--- config.mk ---
export PLATFORM = sky130hd
export DESIGN_NAME = univ_shift_reg
export DESIGN_NICKNAME = d
export VERILOG_FILES = /design/src/rtl/univ_shift_reg.sv
export SDC_FILE = /design/constraint.sdc
export NUM_CORES = 1
export LEC_CHECK = 0
export CAP_MARGIN = 15
export CORE_ASPECT_RATIO = 0.9
export CORE_MARGIN = 4
export CORE_UTILIZATION = 43
export DETAILED_ROUTE_END_ITERATION = 8
export DONT_BUFFER_PORTS = 1
export GPL_TIMING_DRIVEN = 0
export PLACE_DENSITY_LB_ADDON = 0.3
export SLEW_MARGIN = 20
export SYNTH_ARGS = -nofsm -noshare
export SYNTH_HDL_FRONTEND = slang
export SYNTH_SLANG_ARGS = --single-unit
--- constraint.sdc ---
create_clock -name clk -period 5.3 [get_ports clk]
set_input_delay 0.795 -clock clk [delete_from_list [all_inputs] [get_ports clk]]
set_output_delay 0.795 -clock clk [all_outputs]
set_load 0.01 [all_outputs]
--- src/rtl/univ_shift_reg.sv ---
// rtl/univ_shift_reg.sv - universal shift register with parallel load, single-step and counted bursts
// Optional registered parity output enabled by defining USR_PARITY_EN.
module univ_shift_reg #(
  parameter int WIDTH = 8,
  parameter int CNT_W = $clog2(WIDTH + 1)
) (
  input  logic             clk,
  input  logic             rst,
  input  logic             load,
  input  logic [WIDTH-1:0] din,
  input  logic             en,
  input  logic [2:0]       mode,
  input  logic             sin_r,
  input  logic             sin_l,
  input  logic             start,
  input  logic [CNT_W-1:0] count,
`ifdef USR_PARITY_EN
  output logic             parity,
`endif
  output logic [WIDTH-1:0] q,
  output logic             sout_l,
  output logic             sout_r,
  output logic             busy,
  output logic             done
);

  logic [WIDTH-1:0] r_q;
  logic             r_busy;
  logic             r_done;
  logic [CNT_W-1:0] r_cnt;
  logic [2:0]       r_mode;

  logic [2:0]       w_op;
  logic [WIDTH-1:0] w_shifted;
  logic [WIDTH-1:0] w_q_next;
  logic             w_last_step;

  // A burst always uses the mode latched at start; idle single steps use the live mode.
  assign w_op        = r_busy ? r_mode : mode;
  assign w_last_step = (r_cnt == CNT_W'(1));

  always_comb begin
    w_shifted = r_q;
    case (w_op)
      3'b001:  w_shifted = {r_q[WIDTH-2:0], sin_r};
      3'b010:  w_shifted = {sin_l, r_q[WIDTH-1:1]};
      3'b011:  w_shifted = {r_q[WIDTH-2:0], r_q[WIDTH-1]};
      3'b100:  w_shifted = {r_q[0], r_q[WIDTH-1:1]};
      3'b101:  w_shifted = {r_q[WIDTH-1], r_q[WIDTH-1:1]};
      default: w_shifted = r_q;
    endcase
  end

  always_comb begin
    w_q_next = r_q;
    if (load)
      w_q_next = din;
    else if (r_busy || (en && !start))
      w_q_next = w_shifted;
  end

  always_ff @(posedge clk) begin
    if (rst) begin
      r_q    <= '0;
      r_busy <= 1'b0;
      r_done <= 1'b0;
      r_cnt  <= '0;
      r_mode <= 3'b000;
    end else begin
      r_q <= w_q_next;
      if (load) begin
        r_busy <= 1'b0;
        r_done <= 1'b0;
        r_cnt  <= '0;
      end else if (r_busy) begin
        r_cnt  <= r_cnt - CNT_W'(1);
        r_busy <= !w_last_step;
        r_done <= w_last_step;
      end else if (start) begin
        r_mode <= mode;
        r_cnt  <= count;
        r_busy <= (count != '0);
        r_done <= (count == '0);
      end else begin
        r_done <= 1'b0;
      end
    end
  end

`ifdef USR_PARITY_EN
  logic r_parity;

  always_ff @(posedge clk) begin
    if (rst)
      r_parity <= 1'b0;
    else
      r_parity <= ^w_q_next;
  end

  assign parity = r_parity;
`endif

  assign q      = r_q;
  assign sout_l = r_q[WIDTH-1];
  assign sout_r = r_q[0];
  assign busy   = r_busy;
  assign done   = r_done;

endmodule

==> impl_results.html, run 1 <==
<table>
<tr><th>Metric</th><th>Value</th></tr>
<tr><th colspan="2">STA</th></tr>
<tr><td>Fin crit share</td><td>0.394</td></tr>
<tr><td>Setup tns final</td><td>0 ps</td></tr>
<tr><td>Worst slew slack as a fraction of its limit</td><td>0.638</td></tr>
<tr><td>Minimum period implied by the final worst setup slack</td><td>2090 ps</td></tr>
<tr><td>Fin. max-slew vios</td><td>0</td></tr>
<tr><td>Final worst clock skew</td><td>0.764 ps</td></tr>
<tr><td>Endpoints failing hold</td><td>0</td></tr>
<tr><td>Setup repair after global routing missed its margin</td><td>no</td></tr>
<tr><td>Highest Clock Rate</td><td>478 MHz</td></tr>
<tr><td>Final worst slack</td><td>3210 ps</td></tr>
<tr><td>Worst Max-Slew Pin Slew</td><td>538 ps</td></tr>
<tr><td>Final setup viols</td><td>0</td></tr>
<tr><th colspan="2">Pwr</th></tr>
<tr><td>Peak supply drop</td><td>0.115 mV</td></tr>
<tr><td>Pwr dens</td><td>248 mW/mm^2</td></tr>
<tr><td>Leak Pwr</td><td>0.463 nW</td></tr>
<tr><th colspan="2">Floorplan</th></tr>
<tr><td>Width of the die</td><td>61.0 um</td></tr>
<tr><td>Core region area</td><td>0.00242 mm^2</td></tr>
<tr><td>Initial cell density of the core</td><td>0.449</td></tr>
<tr><td>Count of boundary I/O pins</td><td>34</td></tr>
<tr><td>Number of cell rows</td><td>17</td></tr>
<tr><td>Die outline area</td><td>0.00340 mm^2</td></tr>
<tr><td>Die Span Y</td><td>55.7 um</td></tr>
<tr><th colspan="2">Setup path</th></tr>
<tr><td>FF-to-FF Start</td><td>busy</td></tr>
<tr><td>Sort of element at the end of the critical path</td><td>flip-flop</td></tr>
<tr><td>Largest stage delay, worst path</td><td>410 ps</td></tr>
<tr><td>Critical path cell sequence</td><td>buf_6 -&gt; mux2i_4 -&gt; nor2_1 -&gt; o31ai_2 -&gt; buf_4 -&gt; o311ai_0 -&gt; o211a_1</td></tr>
<tr><td>Worst endpoint data arrival time</td><td>2280 ps</td></tr>
<tr><td>CP top delay family</td><td>compound AO/OA/AOI/OAI gates</td></tr>
<tr><td>FF-to-FF End</td><td>q[4]</td></tr>
<tr><td>Buf/Inv on CP</td><td>2</td></tr>
<tr><td>Kind of launch point of the worst setup path</td><td>flip-flop</td></tr>
<tr><td>Required arrival time at the worst endpoint</td><td>5490 ps</td></tr>
<tr><td>Count of cells along the worst register-to-register path</td><td>7</td></tr>
<tr><td>Biggest fanout along the worst timing path</td><td>10</td></tr>
<tr><td>Path type of the worst setup path</td><td>flip-flop to flip-flop</td></tr>
<tr><td>Library cell contributing the largest single delay on the critical path</td><td>dfxtp_1</td></tr>
<tr><td>Setup slack of the most critical reg-to-reg path</td><td>3210 ps</td></tr>
<tr><th colspan="2">Yosys</th></tr>
<tr><td>Cell with the most instances after synthesis</td><td>dfxtp_1</td></tr>
<tr><td>Area share of the largest cell type after synthesis</td><td>0.313</td></tr>
<tr><td>Commonest cells post-synth</td><td>dfxtp_1 (17), nor2_1 (14), nand2_1 (13), a21oi_1 (9), nor3_1 (8)</td></tr>
<tr><td>Cell accounting for the most synthesized area</td><td>dfxtp_1</td></tr>
<tr><td>EDFF count, synth</td><td>0</td></tr>
<tr><td>Total standard cell area after synthesis</td><td>0.00109 mm^2</td></tr>
<tr><td>Seq cells post-synth</td><td>17</td></tr>
<tr><td>Most used flip-flop cell after synthesis</td><td>dfxtp_1</td></tr>
<tr><td>Synth Area per Inst</td><td>8.44 um^2</td></tr>
<tr><td>Unique cell type count in the Yosys netlist</td><td>40</td></tr>
<tr><td>Top cells by area, synth</td><td>dfxtp_1 (31%), nor2_1 (4.8%), mux2i_1 (4.6%)</td></tr>
<tr><td>Register area share after synthesis</td><td>0.313</td></tr>
<tr><td>Cell count after synthesis</td><td>129</td></tr>
<tr><td>Yosys synthesis warning count</td><td>0</td></tr>
<tr><td>Share of synthesized flip-flops with an asynchronous set or reset</td><td>0</td></tr>
<tr><td>Syn nets</td><td>153</td></tr>
<tr><th colspan="2">Clock tree</th></tr>
<tr><td>Sink Count</td><td>17</td></tr>
<tr><td>H-Tree Level Count</td><td>1</td></tr>
<tr><td>Clk pin slew, worst setup/hold paths</td><td>100 ps</td></tr>
<tr><td># resized after CTS</td><td>0</td></tr>
<tr><td>Number of buffers added to fix hold violations after cts</td><td>0</td></tr>
<tr><td>Clock latency at the later pin of the worst-skew pair</td><td>280 ps</td></tr>
<tr><td>CTS Buffer Depth</td><td>2</td></tr>
<tr><td>Post CTS Setup Buffer Count</td><td>0</td></tr>
<tr><td>Number of buffers created by CTS</td><td>3</td></tr>
<tr><td>CTS tree</td><td>yes</td></tr>
<tr><td>Library cell used as clock root buffer</td><td>clkbuf_4</td></tr>
<tr><th colspan="2">GRT</th></tr>
<tr><td>Pin count of the biggest net entering global routing</td><td>11</td></tr>
<tr><td>Gr ovfl total</td><td>0</td></tr>
<tr><td>Number of global-route vias before repair</td><td>920</td></tr>
<tr><td>Wire length of the first global-routing pass</td><td>4280 um</td></tr>
<tr><td>Antenna violations before repair</td><td>0</td></tr>
<tr><td>Global router's overall resource usage</td><td>0.162</td></tr>
<tr><th colspan="2">Place</th></tr>
<tr><td>Weighted congestion at the end of routability-driven global placement</td><td>0.869</td></tr>
<tr><td>Worst slack at placement</td><td>3110 ps</td></tr>
<tr><td>Half-perimeter wire length of the detailed placement result</td><td>2060 um</td></tr>
<tr><td>Total of buffers placed on input and output ports</td><td>0</td></tr>
<tr><th colspan="2">Min path</th></tr>
<tr><td>Hold Path Class</td><td>flip-flop to flip-flop</td></tr>
<tr><td>Depth of the worst hold-timing path</td><td>2</td></tr>
<tr><td>Hold path startpoint</td><td>r_cnt[3]</td></tr>
<tr><td>Hold Crit Endpoint</td><td>r_cnt[3]</td></tr>
<tr><th colspan="2">Layout</th></tr>
<tr><td># diodes</td><td>0</td></tr>
<tr><td>Share of layout cells above drive strength 1</td><td>0.105</td></tr>
<tr><td>Synth-to-layout area growth</td><td>5.63%</td></tr>
<tr><td>Net total in the final layout</td><td>158</td></tr>
<tr><th colspan="2">Route</th></tr>
<tr><td>Routed wire length</td><td>2610 um</td></tr>
<tr><td>Post-detailed-route DRC marker count</td><td>0</td></tr>
<tr><td>Avg Vias per Cell</td><td>6.24</td></tr>
<tr><td>Routed wirelength normalized by instance count</td><td>16.2 um</td></tr>
<tr><td>Number of iterations in the first detailed-routing pass</td><td>4</td></tr>
<tr><td>Iter 0 DRT Violations</td><td>46</td></tr>
<tr><td>Count of vias placed by the detailed router</td><td>1004</td></tr>
<tr><td>ANT nets after route</td><td>0</td></tr>
<tr><th colspan="2">Run</th></tr>
<tr><td>Max-cap check violation count</td><td>0</td></tr>
<tr><th colspan="2">Run status</th></tr>
<tr><td>Status</td><td>finished, final reports clean</td></tr>
</table>
-- where the power goes --
group | switching, mW | internal (mW)
clock network | 0.0410 | 0.0292
logic | 0.0350 | 0.0306
registers | 0.0131 | 0.137
total | 0.0892 | 0.196
-- flip-flops by register name, summed over array words and instances (netlist names) --
name and count:
r_cnt 4, busy 1, r_mode 3, done 1, q 8
-- layout make-up --
type,count,area (um^2)
Buffer,7,52.6
Clock buffer,4,26.3
Fill cell,251,1270
Tap cell,28,35.0
Multi-Input combinational cell,98,669
Sequential cell,17,340
Inverter,7,26.3
-- how the worst max path moves through the flow --
stage               slack, ps    to    start  depth (start not counted)
detailed placement       3110  q[4]  mode[1]                          6
finish                   3210  q[4]     busy                          7
global placement         3140  q[4]  mode[2]                          6
global route             3030  q[1]     busy                          7
floorplan                3210  q[7]  mode[2]                          6
CTS                      3210  q[4]     busy                          7
-- per-layer routing --
layer / track usage / routed length (um) / share of wire
met1: 0.224 / 1110 / 0.43
met2: 0.237 / 1230 / 0.47
met3: 0.0557 / 251 / 0.096
met4: 0.0372 / 14 / 0.0054
met5: 0 / 0 / 0
-- logic make-up (layout without fill, tap and decap cells) --
logic type,count (synthesis),after routing,share of synthesized area
adders and majority gates,2,2,0.0230
xor gates and xnor gates,3,3,0.0241
muxes,9,9,0.103
DFF,17,17,0.313
and+or+nand+nor,46,46,0.198
buffers and inverters,14,18,0.0724
AOI/OAI and AO/OA,38,38,0.267
-- cell usage in the layout, fill, tap and decap left out, types with 2 or more instances in the layout --
cell type	instances
dfxtp_1	17
nor2_1	14
nand2_1	13
a21oi_1	9
nor3_1	8
inv_1	7
mux2i_1	5
o311ai_0	4
o211a_1	4
and3_1	3
buf_4	3
clkbuf_1	3
o21ai_0	3
clkbuf_4	3
buf_6	2
a32oi_1	2
xnor2_1	2
o31ai_1	2
a21o_1	2
o211ai_1	2
a311oi_1	2
nor2b_1	2
a211oi_1	2
ha_1	2
-- stage by stage --
stage | cell area (um^2) | hold slack [ps] | utilization | std cells | power (mW)
after floorplan | 1090 | 454 | - | 129 | 0.205
after global routing | 1150 | 529 | 0.474 | 161 | 0.308
final | 1150 | 491 | 0.474 | 161 | 0.286
after CTS | 1150 | 493 | 0.474 | 161 | 0.290
after detailed placement | 1120 | 478 | 0.463 | 157 | 0.218
after global placement | 1120 | 465 | 0.463 | 157 | 0.216
-- worst reg2reg max path: cells and delay by family (launching register included) --
| kind | cells | cell delay (ps) |
|---|---|---|
| compound gates | 3 | 700 |
| buf+inv | 2 | 420 |
| flops | 1 | 410 |
| mux | 1 | 340 |
| simple gates | 1 | 120 |
Note: power is estimated with default switching activity, not from simulation.
==> inputs of run 2 (changes only) <==
- clock period: 5.3 -> 1.9 ns (I/O delays scaled with it)
==> run 2 against run 1 <==
Combinational power grew to 3.4 times the previous value. Cell count is 5.6% higher. Die area stayed put. Global-route usage is 0.24 points higher. Sequential share of layout area is 3.1 points lower. Utilization is 6.0 points higher. Count of clock-buffer cells in the layout stayed put.
==> impl_results.html, run 2 (synthesized netlist as in run 1, its figures left out) <==
<table>
<tr><th>Metric</th><th>Value</th></tr>
<tr><th colspan="2">Run status</th></tr>
<tr><td>Status</td><td>finished, final reports clean</td></tr>
<tr><th colspan="2">Layout</th></tr>
<tr><td>Synth-to-layout area growth</td><td>19.1%</td></tr>
<tr><td>Share of layout cells above drive strength 1</td><td>0.211</td></tr>
<tr><td>Most common cell after layout, fill and taps aside</td><td>dfxtp_1</td></tr>
<tr><td># diodes</td><td>0</td></tr>
<tr><td>Combined flip-flop and latch cell area</td><td>344 um^2</td></tr>
<tr><td>Post-Layout Cell Count</td><td>170</td></tr>
<tr><td>Final core occ</td><td>0.535</td></tr>
<tr><td>Final-layout fill cell count</td><td>234</td></tr>
<tr><td>Number of flip-flops under the largest register name</td><td>8</td></tr>
<tr><td>Multi-input gate area</td><td>729 um^2</td></tr>
<tr><td>Top library cells by usage in the layout, fill and taps aside</td><td>dfxtp_1 (16), nor2_1 (14), nand2_1 (12)</td></tr>
<tr><td>Net total in the final layout</td><td>167</td></tr>
<tr><th colspan="2">Clock tree</th></tr>
<tr><td>H-Tree Level Count</td><td>1</td></tr>
<tr><td>CTS Buffer Depth</td><td>2</td></tr>
<tr><td>Clk pin slew, worst setup/hold paths</td><td>100 ps</td></tr>
<tr><td>CTS tree</td><td>yes</td></tr>
<tr><td>Sink Count</td><td>17</td></tr>
<tr><td>Clock latency at the later pin of the worst-skew pair</td><td>290 ps</td></tr>
<tr><td>Library cell used as clock root buffer</td><td>clkbuf_4</td></tr>
<tr><td>Number of buffers created by CTS</td><td>3</td></tr>
<tr><th colspan="2">Place</th></tr>
<tr><td>Weighted congestion at the end of routability-driven global placement</td><td>0.869</td></tr>
<tr><td>Total of buffers placed on input and output ports</td><td>0</td></tr>
<tr><td>Half-perimeter wire length of the detailed placement result</td><td>2060 um</td></tr>
<tr><td>Cell Count Post-Placement</td><td>157</td></tr>
<tr><th colspan="2">Setup path</th></tr>
<tr><td>Library cell contributing the largest single delay on the critical path</td><td>or3_4</td></tr>
<tr><td>Kind of launch point of the worst setup path</td><td>flip-flop</td></tr>
<tr><td>Sort of element at the end of the critical path</td><td>flip-flop</td></tr>
<tr><td>Required arrival time at the worst endpoint</td><td>2100 ps</td></tr>
<tr><td>Worst endpoint data arrival time</td><td>2060 ps</td></tr>
<tr><td>Critical path cell sequence</td><td>buf_12 -&gt; mux2_4 -&gt; or3_4 -&gt; nand2_4 -&gt; o211ai_1 -&gt; a311oi_1</td></tr>
<tr><td>Path type of the worst setup path</td><td>flip-flop to flip-flop</td></tr>
<tr><td>Biggest fanout along the worst timing path</td><td>8</td></tr>
<tr><td>Largest stage delay, worst path</td><td>440 ps</td></tr>
<tr><th colspan="2">STA</th></tr>
<tr><td>Worst Max-Slew Pin Slew</td><td>553 ps</td></tr>
<tr><td>Minimum period implied by the final worst setup slack</td><td>1860 ps</td></tr>
<tr><td>Fin crit share</td><td>0.978</td></tr>
<tr><td>Fin. max-slew vios</td><td>0</td></tr>
<tr><td>Setup repair after global routing missed its margin</td><td>yes</td></tr>
<tr><td>Final setup viols</td><td>0</td></tr>
<tr><td>Final worst clock skew</td><td>0.717 ps</td></tr>
<tr><td>Highest Clock Rate</td><td>538 MHz</td></tr>
<tr><td>Worst slew slack as a fraction of its limit</td><td>0.628</td></tr>
<tr><td>Endpoints failing hold</td><td>0</td></tr>
<tr><th colspan="2">GRT</th></tr>
<tr><td>Pin count of the biggest net entering global routing</td><td>11</td></tr>
<tr><td>Antenna violations before repair</td><td>0</td></tr>
<tr><td>Global router's overall resource usage</td><td>0.164</td></tr>
<tr><td>Number of global-route vias before repair</td><td>939</td></tr>
<tr><td>Gr ovfl total</td><td>0</td></tr>
<tr><td>Wire length of the first global-routing pass</td><td>4350 um</td></tr>
<tr><th colspan="2">Floorplan</th></tr>
<tr><td>Width of the die</td><td>61.0 um</td></tr>
<tr><td>Die Span Y</td><td>55.7 um</td></tr>
<tr><td>Initial cell density of the core</td><td>0.449</td></tr>
<tr><td>Die outline area</td><td>0.00340 mm^2</td></tr>
<tr><td>Count of boundary I/O pins</td><td>34</td></tr>
<tr><td>Number of cell rows</td><td>17</td></tr>
<tr><td>Core region area</td><td>0.00242 mm^2</td></tr>
<tr><th colspan="2">Route</th></tr>
<tr><td>ANT nets after route</td><td>0</td></tr>
<tr><td>Routed wire length</td><td>2900 um</td></tr>
<tr><td>Count of vias placed by the detailed router</td><td>1078</td></tr>
<tr><td>Post-detailed-route DRC marker count</td><td>0</td></tr>
<tr><td>Iter 0 DRT Violations</td><td>57</td></tr>
<tr><td>Number of iterations in the first detailed-routing pass</td><td>4</td></tr>
<tr><td>Avg Vias per Cell</td><td>6.34</td></tr>
<tr><td>Routed wirelength normalized by instance count</td><td>17.1 um</td></tr>
<tr><th colspan="2">Min path</th></tr>
<tr><td>Hold Path Class</td><td>input port to flip-flop</td></tr>
<tr><th colspan="2">Pwr</th></tr>
<tr><td>Leak Pwr</td><td>0.525 nW</td></tr>
<tr><td>Pwr dens</td><td>651 mW/mm^2</td></tr>
<tr><td>Peak supply drop</td><td>0.341 mV</td></tr>
<tr><th colspan="2">Run</th></tr>
<tr><td>Max-cap check violation count</td><td>0</td></tr>
</table>
-- run 2: worst max-delay path, delay by kind of cell, from the launching register on --
kind	cells	cell delay [ps]
flops	1	410
compound gates	2	370
simple gates	2	540
mux	1	320
buf+inv	1	140
-- run 2: what timing repair did --
| item | in CTS | in global routing |
|---|---|---|
| gates cloned | 0 | 2 |
| hold buffers | 0 | 0 |
| pin swaps | 4 | 5 |
| setup buffers | 3 | 5 |
| setup endpoints to repair | 8 | 8 |
| resized for setup | 3 | 11 |
-- run 2: worst paths after layout --
kind | startpoint | end | slack, ps | depth (start not counted)
max | busy | q[6] | 40 | 6
min | rst | r_mode[2] | 50 | 1
max reg2reg | busy | q[6] | 40 | 6
min reg2reg | r_cnt[3] | r_cnt[3] | 490 | 2
-- run 2: routing by layer --
layer,up-vias,global-route usage,share of wire
met2,47,0.243,0.49
li1,511,-,-
met1,513,0.223,0.41
met3,7,0.0603,0.087
met5,-,0,0
met4,0,0.0372,0.015
-- run 2: stage by stage --
| stage | area [um^2] | TNS, ps | power [mW] | hold WS (ps) | setup WS, ps |
|---|---|---|---|---|---|
| 4_1_cts | 1180 | -3.25 | 0.816 | 38.7 | -3.25 |
| 6_report | 1300 | 0 | 0.844 | 49.4 | 41.7 |
| 3_3_place_gp | 1120 | -501 | 0.603 | 359 | -115 |
| 5_1_grt | 1300 | -170 | 0.900 | 21.5 | -51.7 |
| 2_1_floorplan | 1090 | 0 | 0.572 | 357 | 19.9 |
| 3_5_place_dp | 1120 | -726 | 0.608 | 361 | -161 |
-- run 2: layout make-up --
cell class | count | share of cell area
buffer | 6 | 0.0386
clock buffer | 4 | 0.0203
inverter | 7 | 0.0203
multi-input combinational | 99 | 0.563
sequential | 17 | 0.265
tap | 28 | 0.0270
timing repair buffer | 9 | 0.0656
-- run 2: report_power, final --
part | internal, mW | switching [mW] | total (mW)
combinational | 0.113 | 0.113 | 0.226
clock | 0.0816 | 0.117 | 0.198
sequential | 0.381 | 0.0397 | 0.420
total | 0.575 | 0.269 | 0.844
==> inputs of run 3 (changes only) <==
- CORE_MARGIN: 4 -> 3
- MAX_ROUTING_LAYER: default -> met4
- PLACE_DENSITY_LB_ADDON: 0.3 -> 0.12
==> run 3 against run 2 <==
Worst hold slack got worse by 4.0 ps. Critical path depth unchanged. Maximum frequency fell by 0.92%. Setup slack got worse by 17 ps. Die area fell by 6.7%. Design area up 0.87%. Clock skew up 5.2 ps. Sequential cell count unchanged.
==> impl_results.html, run 3 (synthesized netlist as in run 1, its figures left out) <==
<table>
<tr><th>Metric</th><th>Value</th></tr>
<tr><th colspan="2">Run status</th></tr>
<tr><td>Status</td><td>finished, final reports clean</td></tr>
<tr><th colspan="2">Floorplan</th></tr>
<tr><td>Number of cell rows</td><td>16</td></tr>
<tr><td>Core region area</td><td>0.00228 mm^2</td></tr>
<tr><td>Initial cell density of the core</td><td>0.477</td></tr>
<tr><td>Die Span Y</td><td>53.7 um</td></tr>
<tr><td>Count of boundary I/O pins</td><td>34</td></tr>
<tr><td>Width of the die</td><td>59.0 um</td></tr>
<tr><td>Die outline area</td><td>0.00317 mm^2</td></tr>
<tr><th colspan="2">Clock tree</th></tr>
<tr><td>Sink Count</td><td>17</td></tr>
<tr><td>Library cell used as clock root buffer</td><td>clkbuf_4</td></tr>
<tr><td>CTS tree</td><td>yes</td></tr>
<tr><td>Clk pin slew, worst setup/hold paths</td><td>100 ps</td></tr>
<tr><td>Clock latency at the later pin of the worst-skew pair</td><td>300 ps</td></tr>
<tr><td>H-Tree Level Count</td><td>1</td></tr>
<tr><td>CTS Buffer Depth</td><td>2</td></tr>
<tr><td>Number of buffers created by CTS</td><td>3</td></tr>
<tr><td>Number of buffers added to fix hold violations after cts</td><td>0</td></tr>
<tr><th colspan="2">Setup path</th></tr>
<tr><td>Biggest fanout along the worst timing path</td><td>8</td></tr>
<tr><td>Stages on the worst setup path</td><td>6</td></tr>
<tr><td>Worst endpoint data arrival time</td><td>2070 ps</td></tr>
<tr><td>Library cell contributing the largest single delay on the critical path</td><td>or3_4</td></tr>
<tr><td>CP top delay family</td><td>compound AO/OA/AOI/OAI gates</td></tr>
<tr><td>Required arrival time at the worst endpoint</td><td>2100 ps</td></tr>
<tr><td>Buf/Inv on CP</td><td>1</td></tr>
<tr><td>Path type of the worst setup path</td><td>flip-flop to flip-flop</td></tr>
<tr><td>FF-to-FF Start</td><td>busy</td></tr>
<tr><td>Count of cells along the worst register-to-register path</td><td>6</td></tr>
<tr><td>Sort of element at the end of the critical path</td><td>flip-flop</td></tr>
<tr><td>Kind of launch point of the worst setup path</td><td>flip-flop</td></tr>
<tr><td>Launching element of the worst setup path</td><td>busy</td></tr>
<tr><td>Largest stage delay, worst path</td><td>450 ps</td></tr>
<tr><td>Critical path cell sequence</td><td>buf_12 -&gt; mux2_4 -&gt; or3_4 -&gt; a21oi_1 -&gt; o311ai_1 -&gt; o211a_1</td></tr>
<tr><th colspan="2">Layout</th></tr>
<tr><td>Net total in the final layout</td><td>164</td></tr>
<tr><td>Number of flip-flops under the largest register name</td><td>8</td></tr>
<tr><td>Final std cell area, no fill</td><td>0.00131 mm^2</td></tr>
<tr><td>Most common cell after layout, fill and taps aside</td><td>dfxtp_1</td></tr>
<tr><td>Top library cells by usage in the layout, fill and taps aside</td><td>dfxtp_1 (16), nor2_1 (13), nand2_1 (12)</td></tr>
<tr><td># diodes</td><td>0</td></tr>
<tr><td>Share of layout cells above drive strength 1</td><td>0.230</td></tr>
<tr><td>Synth-to-layout area growth</td><td>20.1%</td></tr>
<tr><th colspan="2">Place</th></tr>
<tr><td>Weighted congestion at the end of routability-driven global placement</td><td>0.764</td></tr>
<tr><td>Total of buffers placed on input and output ports</td><td>0</td></tr>
<tr><td>Half-perimeter wire length of the detailed placement result</td><td>1990 um</td></tr>
<tr><td>Worst slack at placement</td><td>-156 ps</td></tr>
<tr><td>Post-placement cell area</td><td>0.00112 mm^2</td></tr>
<tr><th colspan="2">Pwr</th></tr>
<tr><td>Peak supply drop</td><td>0.577 mV</td></tr>
<tr><td>Net switching power</td><td>0.274 mW</td></tr>
<tr><td>Combinational fraction of design power</td><td>0.277</td></tr>
<tr><td>Pwr dens</td><td>653 mW/mm^2</td></tr>
<tr><td>Leak Pwr</td><td>0.517 nW</td></tr>
<tr><td>Overall Power</td><td>0.854 mW</td></tr>
<tr><td>Portion of total power attributed to the clock network</td><td>0.231</td></tr>
<tr><td>Sequential share of power</td><td>0.492</td></tr>
<tr><td>Internal power summed over all cells</td><td>0.580 mW</td></tr>
<tr><td>Net Sw Frac</td><td>0.321</td></tr>
<tr><th colspan="2">STA</th></tr>
<tr><td>Minimum period implied by the final worst setup slack</td><td>1880 ps</td></tr>
<tr><td>Final setup viols</td><td>0</td></tr>
<tr><td>Worst slew slack as a fraction of its limit</td><td>0.633</td></tr>
<tr><td>Fin crit share</td><td>0.987</td></tr>
<tr><td>Setup repair after global routing missed its margin</td><td>yes</td></tr>
<tr><td>Fin. max-slew vios</td><td>0</td></tr>
<tr><td>Highest Clock Rate</td><td>533 MHz</td></tr>
<tr><td>Final worst clock skew</td><td>5.91 ps</td></tr>
<tr><td>Worst Max-Slew Pin Slew</td><td>546 ps</td></tr>
<tr><td>Setup tns final</td><td>0 ps</td></tr>
<tr><td>Final worst slack</td><td>24.4 ps</td></tr>
<tr><td>Endpoints failing hold</td><td>0</td></tr>
<tr><th colspan="2">Route</th></tr>
<tr><td>Wire length on met2</td><td>1270 um</td></tr>
<tr><td>Iter 0 DRT Violations</td><td>29</td></tr>
<tr><td>Routed wire length</td><td>2870 um</td></tr>
<tr><td>Post-detailed-route DRC marker count</td><td>0</td></tr>
<tr><td>ANT nets after route</td><td>0</td></tr>
<tr><td>DR WL met3</td><td>224 um</td></tr>
<tr><td>Routed metal-1 wire length</td><td>1350 um</td></tr>
<tr><td>Number of iterations in the first detailed-routing pass</td><td>4</td></tr>
<tr><td>Highest routed metal layer</td><td>met4</td></tr>
<tr><td>Avg Vias per Cell</td><td>6.21</td></tr>
<tr><td>Count of vias placed by the detailed router</td><td>1031</td></tr>
<tr><td>Routed wirelength normalized by instance count</td><td>17.3 um</td></tr>
<tr><th colspan="2">GRT</th></tr>
<tr><td>Number of global-route vias before repair</td><td>916</td></tr>
<tr><td>Antenna violations before repair</td><td>0</td></tr>
<tr><td>Global router's overall resource usage</td><td>0.189</td></tr>
<tr><td>Pin count of the biggest net entering global routing</td><td>11</td></tr>
<tr><td>Gr ovfl total</td><td>0</td></tr>
<tr><td>Wire length of the first global-routing pass</td><td>4370 um</td></tr>
<tr><th colspan="2">Min path</th></tr>
<tr><td>Depth of the worst hold-timing path</td><td>1</td></tr>
<tr><td>Hold path startpoint</td><td>rst</td></tr>
<tr><td>Hold Path Class</td><td>input port to flip-flop</td></tr>
<tr><th colspan="2">Run</th></tr>
<tr><td>Max-cap check violation count</td><td>0</td></tr>
</table>
-- run 3: cell types whose count changed in the layout (fill, tap and decap cells not counted), sizes merged --
cell,delta
mux2i,-1
bufbuf,+1
buf,-2
clkbuf,-1
-- run 3: final timing paths --
kind / endpoint / slack, ps
setup reg to reg: q[5] / 20
hold / removal: q[6] / 50
hold reg to reg: r_cnt[3] / 480
setup / recovery: q[5] / 20
-- run 3: repair_timing --
action | in CTS | in global routing
setup endpoints to repair | 8 | 8
pin swaps | 4 | 9
gates cloned | 1 | 1
setup buffers | 4 | 1
gates resized for setup | 8 | 15
-- run 3: final cells by class --
class                   count  area (um^2)
fillers                   220          975
multi-input cells          98          748
repair buffers              7         75.1
clock buffers               4         26.3
plain buffers               6         53.8
flip-flops and latches     17          344
inverters                   7         26.3
well taps                  27         33.8
-- run 3: layer usage --
layer  up-vias  GRT usage
met2        43      0.270
li1        498          -
met4         0     0.0340
met3         5     0.0576
met5         -          -
met1       485      0.263
-- run 3: worst reg2reg max path: cells and delay by family, from the launching register on --
family | cells | cell delay (ps)
AOI/OAI and AO/OA | 3 | 450
buffers and inverters | 1 | 140
DFF | 1 | 400
muxes | 1 | 340
and+or+nand+nor | 1 | 450
-- run 3: power by group through the flow --
stage	clock, mW	sequential (mW)	combinational (mW)
after floorplan	0	0.418	0.154
after global placement	0	0.425	0.180
after detailed placement	0	0.426	0.183
after CTS	0.211	0.418	0.207
after global routing	0.221	0.425	0.259
final	0.198	0.420	0.237
-- run 3: per-stage QoR --
step            util  cells  hold slack, ps
2_1_floorplan      -    129             357
4_1_cts        0.544    165            34.9
6_report       0.573    166            45.4
3_5_place_dp   0.492    156             361
3_3_place_gp   0.492    156             359
5_1_grt        0.573    166            25.5
